[src/rtl/key_event_pkg.sv]
// rtl/key_event_pkg.sv - shared state encoding, default timing and counter sizing for key_event
package key_event_pkg;

    localparam int LONG_CYC_DEF = 1000;
    localparam int GAP_CYC_DEF  = 200;
    localparam int REP_CYC_DEF  = 100;

    typedef enum logic [2:0] {
        ST_IDLE   = 3'd0,
        ST_PRESS1 = 3'd1,
        ST_WAIT2  = 3'd2,
        ST_PRESS2 = 3'd3,
        ST_LONG   = 3'd4
    } state_e;

    function automatic int cnt_width(input int a, input int b, input int c);
        int m;
        m = a;
        if (b > m) m = b;
        if (c > m) m = c;
        return $clog2(m) + 1;
    endfunction

endpackage

[src/rtl/key_event_edge.sv]
// rtl/key_event_edge.sv - one-sample key delay with rise/fall detection
module edge_detect (
    input  logic clk,
    input  logic rst_n,
    input  logic key_in,
    output logic rise,
    output logic fall
);

    logic key_dly_q;
    logic key_dly_d;

    always_comb begin
        key_dly_d = key_in;
    end

    // Delay resets high so a key held through reset never looks like a fresh press.
    always_ff @(posedge clk or negedge rst_n) begin
        if (!rst_n) begin
            key_dly_q <= 1'b1;
        end else begin
            key_dly_q <= key_dly_d;
        end
    end

    assign rise = key_in & ~key_dly_q;
    assign fall = ~key_in & key_dly_q;

endmodule

[src/rtl/key_event.sv]
// rtl/key_event.sv - key gesture decoder: short click, double click, long press with auto-repeat
module key_event
    import key_event_pkg::*;
#(
    parameter int LONG_CYC = LONG_CYC_DEF,
    parameter int GAP_CYC  = GAP_CYC_DEF,
    parameter int REP_CYC  = REP_CYC_DEF
) (
    input  logic clk,
    input  logic rst_n,
    input  logic key_in,
    output logic short_press,
    output logic double_click,
    output logic long_press,
    output logic repeat_pulse,
    output logic hold
);

    localparam int CW = cnt_width(LONG_CYC, GAP_CYC, REP_CYC);
    localparam logic [CW-1:0] LONG_LAST = CW'(LONG_CYC - 1);
    localparam logic [CW-1:0] GAP_LAST  = CW'(GAP_CYC - 1);
    localparam logic [CW-1:0] REP_LAST  = CW'(REP_CYC - 1);
    localparam logic [CW-1:0] CNT_ONE   = CW'(1);

    logic rise;
    logic fall;

    state_e        state_q, state_d;
    logic [CW-1:0] cnt_q, cnt_d;
    logic          short_q, short_d;
    logic          dbl_q, dbl_d;
    logic          long_q, long_d;
    logic          rep_q, rep_d;
    logic          hold_q, hold_d;

    edge_detect u_edge (
        .clk    (clk),
        .rst_n  (rst_n),
        .key_in (key_in),
        .rise   (rise),
        .fall   (fall)
    );

    always_comb begin
        state_d = state_q;
        cnt_d   = cnt_q;
        short_d = 1'b0;
        dbl_d   = 1'b0;
        long_d  = 1'b0;
        rep_d   = 1'b0;
        case (state_q)
            ST_IDLE: begin
                if (rise) begin
                    state_d = ST_PRESS1;
                    cnt_d   = CNT_ONE;
                end
            end
            // The key was high last sample here, so fall is exactly "key now low".
            ST_PRESS1: begin
                if (fall) begin
                    state_d = ST_WAIT2;
                    cnt_d   = CNT_ONE;
                end else if (cnt_q == LONG_LAST) begin
                    state_d = ST_LONG;
                    long_d  = 1'b1;
                    cnt_d   = '0;
                end else begin
                    cnt_d = cnt_q + CNT_ONE;
                end
            end
            ST_WAIT2: begin
                if (rise) begin
                    state_d = ST_PRESS2;
                    cnt_d   = '0;
                end else if (cnt_q == GAP_LAST) begin
                    state_d = ST_IDLE;
                    short_d = 1'b1;
                    cnt_d   = '0;
                end else begin
                    cnt_d = cnt_q + CNT_ONE;
                end
            end
            ST_PRESS2: begin
                if (fall) begin
                    state_d = ST_IDLE;
                    dbl_d   = 1'b1;
                end
            end
            ST_LONG: begin
                if (fall) begin
                    state_d = ST_IDLE;
                    cnt_d   = '0;
                end else if (cnt_q == REP_LAST) begin
                    rep_d = 1'b1;
                    cnt_d = '0;
                end else begin
                    cnt_d = cnt_q + CNT_ONE;
                end
            end
            default: begin
                state_d = ST_IDLE;
                cnt_d   = '0;
            end
        endcase
        hold_d = (state_d == ST_LONG);
    end

    always_ff @(posedge clk or negedge rst_n) begin
        if (!rst_n) begin
            state_q <= ST_IDLE;
            cnt_q   <= '0;
            short_q <= 1'b0;
            dbl_q   <= 1'b0;
            long_q  <= 1'b0;
            rep_q   <= 1'b0;
            hold_q  <= 1'b0;
        end else begin
            state_q <= state_d;
            cnt_q   <= cnt_d;
            short_q <= short_d;
            dbl_q   <= dbl_d;
            long_q  <= long_d;
            rep_q   <= rep_d;
            hold_q  <= hold_d;
        end
    end

    // The auto-repeat output cannot be called "repeat", which is a reserved word.
    assign short_press  = short_q;
    assign double_click = dbl_q;
    assign long_press   = long_q;
    assign repeat_pulse = rep_q;
    assign hold         = hold_q;

endmodule
[config.mk]
export PLATFORM = sky130hd
export DESIGN_NAME = key_event
export DESIGN_NICKNAME = d
export VERILOG_FILES = /design/src/rtl/key_event_pkg.sv /design/src/rtl/key_event_edge.sv /design/src/rtl/key_event.sv
export SDC_FILE = /design/constraint.sdc
export NUM_CORES = 1
export LEC_CHECK = 0
export ABC_AREA = 1
export CAP_MARGIN = 20
export CORE_AREA = 5 5 70 72
export CTS_CLUSTER_DIAMETER = 80
export DETAILED_ROUTE_END_ITERATION = 10
export DIE_AREA = 0 0 75 77
export SYNTH_ARGS = -nofsm -noshare
export SYNTH_HDL_FRONTEND = slang
export SYNTH_SLANG_ARGS = --single-unit
[constraint.sdc]
create_clock -name clk -period 2 [get_ports clk]
set_input_delay 0.4 -clock clk [delete_from_list [all_inputs] [get_ports clk]]
set_output_delay 0.4 -clock clk [all_outputs]
set_load 0.01 [all_outputs]
==> flow_summary.yaml <==
routing:
  firstDrtPassIters: 4
  post-route-drc-count: 0
  wl_mm: 2.81
  wl_per_cell_um: 12.4
  drtIter0Drc: 70
  vias_per_cell: 4.93
  ant_nets: 0
  dr_total_vias: 1120
timing:
  period_needed_ns: 1.77
  drv_slew: 0
  hold_viol: 0
  rsz0062_at_grt: "false"
  period_share_pct: 88.5
  skew_ns: 0.00240
  holdWs_ns: 0.477
  finalSetupTns_ns: 0
  setup-violations-final: 0
  worstMarginPinSlew_ns: 0.312
  clock.fmax_mhz: 565
  slew_headroom_pct: 79.0
layout:
  design_area_um2: 1390
  drive_gt1_share_pct: 13.7
  final_cell_mix: "35 x nand2_1, 22 x nor2_1, 19 x dfrtp_1"
  final_common_cell: "nand2_1"
  nNetsFinal: 180
  fin_cells: 227
  fillers: 451
  syn2layout_area_growth_pct: 16.8
  num_antenna_cells: 0
power:
  clockPowerShare_pct: 20.1
  powerDensity_nw_per_um2: 986
  total_power_mw: 1.37
  irDropWorstVdd_mv: 0.612
  p_int_uw: 772
  seqPwrFrac_pct: 38.1
  switching_power_uw: 600
  combPwrFrac_pct: 41.8
  leakage_nw: 0.619
  switching_share_pct: 43.7
clock_network:
  cts_resized: 0
  clock_insertion_delay_worst_skew_ns: 0.26
  post-cts-setup-buffers: 0
  clk_path_buf_depth: 2
  cts_root_buf: "clkbuf_8"
  cts_num_sinks: 20
  cts_buffers: 3
  cts_hold_buffers: 0
  cts_max_level: 1
  clk_pin_slew_ns: 0.07
  cts_tree: "done"
global_route:
  grt_usage_pct: 11.3
  overflow: 0
  antenna_found_initial: 0
  grt_pass1_wl_mm: 5.09
  first_global_vias: 1092
  grt_start_max_net_pins: 21
die:
  die_area_um2: 5780
  io_pins: 8
  fp.dieW_um: 75
  placementRows: 24
  die_h_um: 77
  start_util_pct: 28.1
  core-area_um2: 4230
yosys:
  synth_top_area_share_pct: 39.9
  syn_nets: 166
  synth_cell_types: 25
  avgSynthCellArea_um2: 7.35
  ys_seq_elements: 20
  yosysWarningCount: 0
  synth_area_leaders: "dfrtp_1 40%, nand2_1 11%, nor2_1 7.2%"
  seq_area_frac_synth_pct: 42.1
  syn_area_um2: 1190
  syn_inst: 162
  yosys.area.top_type: "dfrtp_1"
setup_path:
  arrival_ns: 1.89
  worstPathMaxFanout: 7
  cpPeakStageDelay_ns: 0.44
  cp_cell_sequence: "ha_1, nand2_2, nor2_2, nand3_1, o21ai_1, nand2_1, o21ai_0, nand3_1"
  slowest_stage: "dfrtp_1"
  crit_path_start: "cnt_q[0]"
  end_kind: "register"
  critPathBufInv: 0
  path_delay_family: "simple AND/OR/NAND/NOR gates"
  rr_startpoint: "cnt_q[0]"
  crit_path_frequent_cell: "nand3_1"
  crit_type: "reg2reg"
  worst_ep_required_time_ns: 2.12
  crit_path_start_kind: "register"
place:
  placed_area_um2: 1340
  dp_cells: 223
  dp_hpwl_mm: 2.21
  place.gp.congestion: 0.884
  numPortBuffers: 7
run_status:
  status: "complete, no violations"
job:
  cap_violations: 0
hold_path:
  holdCritPathClass: "in2async"
==> cell usage after synthesis <==
cell type and number:
a21oi_1 4, a31oi_1 1, dfrtp_1 19, dfstp_2 1, ha_1 1, inv_1 18, inv_2 2, inv_4 1
nand2_1 36, nand2_2 4, nand2_4 1, nand3_1 17, nand3_2 1, nand4_1 6, nor2_1 23, nor2_2 4
nor2_4 1, nor3_1 4, nor3_2 2, nor4_1 3, o211ai_1 1, o21a_1 2, o21ai_0 6, o21ai_1 1
xor2_1 3
==> power groups by stage <==
stage / combinational, mW / sequential [mW] / clock (mW)
2_1_floorplan: 0.431 / 0.515 / 0
3_3_place_gp: 0.559 / 0.529 / 0
3_5_place_dp: 0.562 / 0.527 / 0
4_1_cts: 0.564 / 0.519 / 0.292
5_1_grt: 0.663 / 0.532 / 0.305
6_report: 0.573 / 0.523 / 0.276
==> metrics by stage <==
step / util (%) / setup slack [ns]
finish: 32.9 / 0.230
global route: 32.9 / 0.0879
CTS: 32.7 / 0.192
detailed placement: 31.7 / 0.135
global placement: 31.7 / 0.174
floorplan: - / 0.493
==> path summary, 6_finish.rpt <==
path	end	slack (ns)	cells past startpoint
max in group asynchronous	u_edge.key_dly_q	1.25	2
worst max register to register	state_q[0]	0.23	8
worst min-delay path	cnt_q[6]	0.48	2
min in group clk	short_press	0.56	2
worst max-delay path	state_q[0]	0.23	8
worst min register to register	short_press	0.56	2
==> layout make-up <==
class / count / area [um2] / share of cell area [%]
timing repair buffer: 9 / 85.1 / 6.12
sequential: 20 / 502 / 36.1
clock buffer: 4 / 45.0 / 3.24
inverter: 21 / 81.3 / 5.85
tap: 52 / 65.1 / 4.68
multi-input combinational: 121 / 613 / 44.1
==> logic make-up after synthesis <==
| kind of cell | count (synthesis) | share of synthesized area [%] |
|---|---|---|
| adders and majority gates | 1 | 1.05 |
| xor gates and xnor gates | 3 | 2.21 |
| buffers and inverters | 21 | 6.83 |
| AOI/OAI and AO/OA | 15 | 7.04 |
| and+or+nand+nor | 102 | 40.8 |
| DFF | 20 | 42.1 |
==> sequential cells by signal, summed over array words and instances (netlist names) <==
register          flops
double_click          1
long_press            1
cnt_q                11
repeat_pulse          1
short_press           1
hold                  1
u_edge.key_dly_q      1
state_q               3
==> routing by layer <==
layer / vias to the layer above / wire length, um / track usage (%)
met4: 0 / 63 / 4.45
li1: 560 / - / -
met2: 22 / 1350 / 17.4
met5: - / 0 / 0
met3: 8 / 129 / 3.66
met1: 530 / 1270 / 14.4
==> worst reg2reg max path, stage by stage (launching register included) <==
cell and delay [ns]:
dfrtp_1 0.44, ha_1 0.24, nand2_2 0.14, nor2_2 0.15
nand3_1 0.16, o21ai_1 0.20, nand2_1 0.07, o21ai_0 0.10
nand3_1 0.14
No activity file was read; power rests on OpenSTA's default activity.
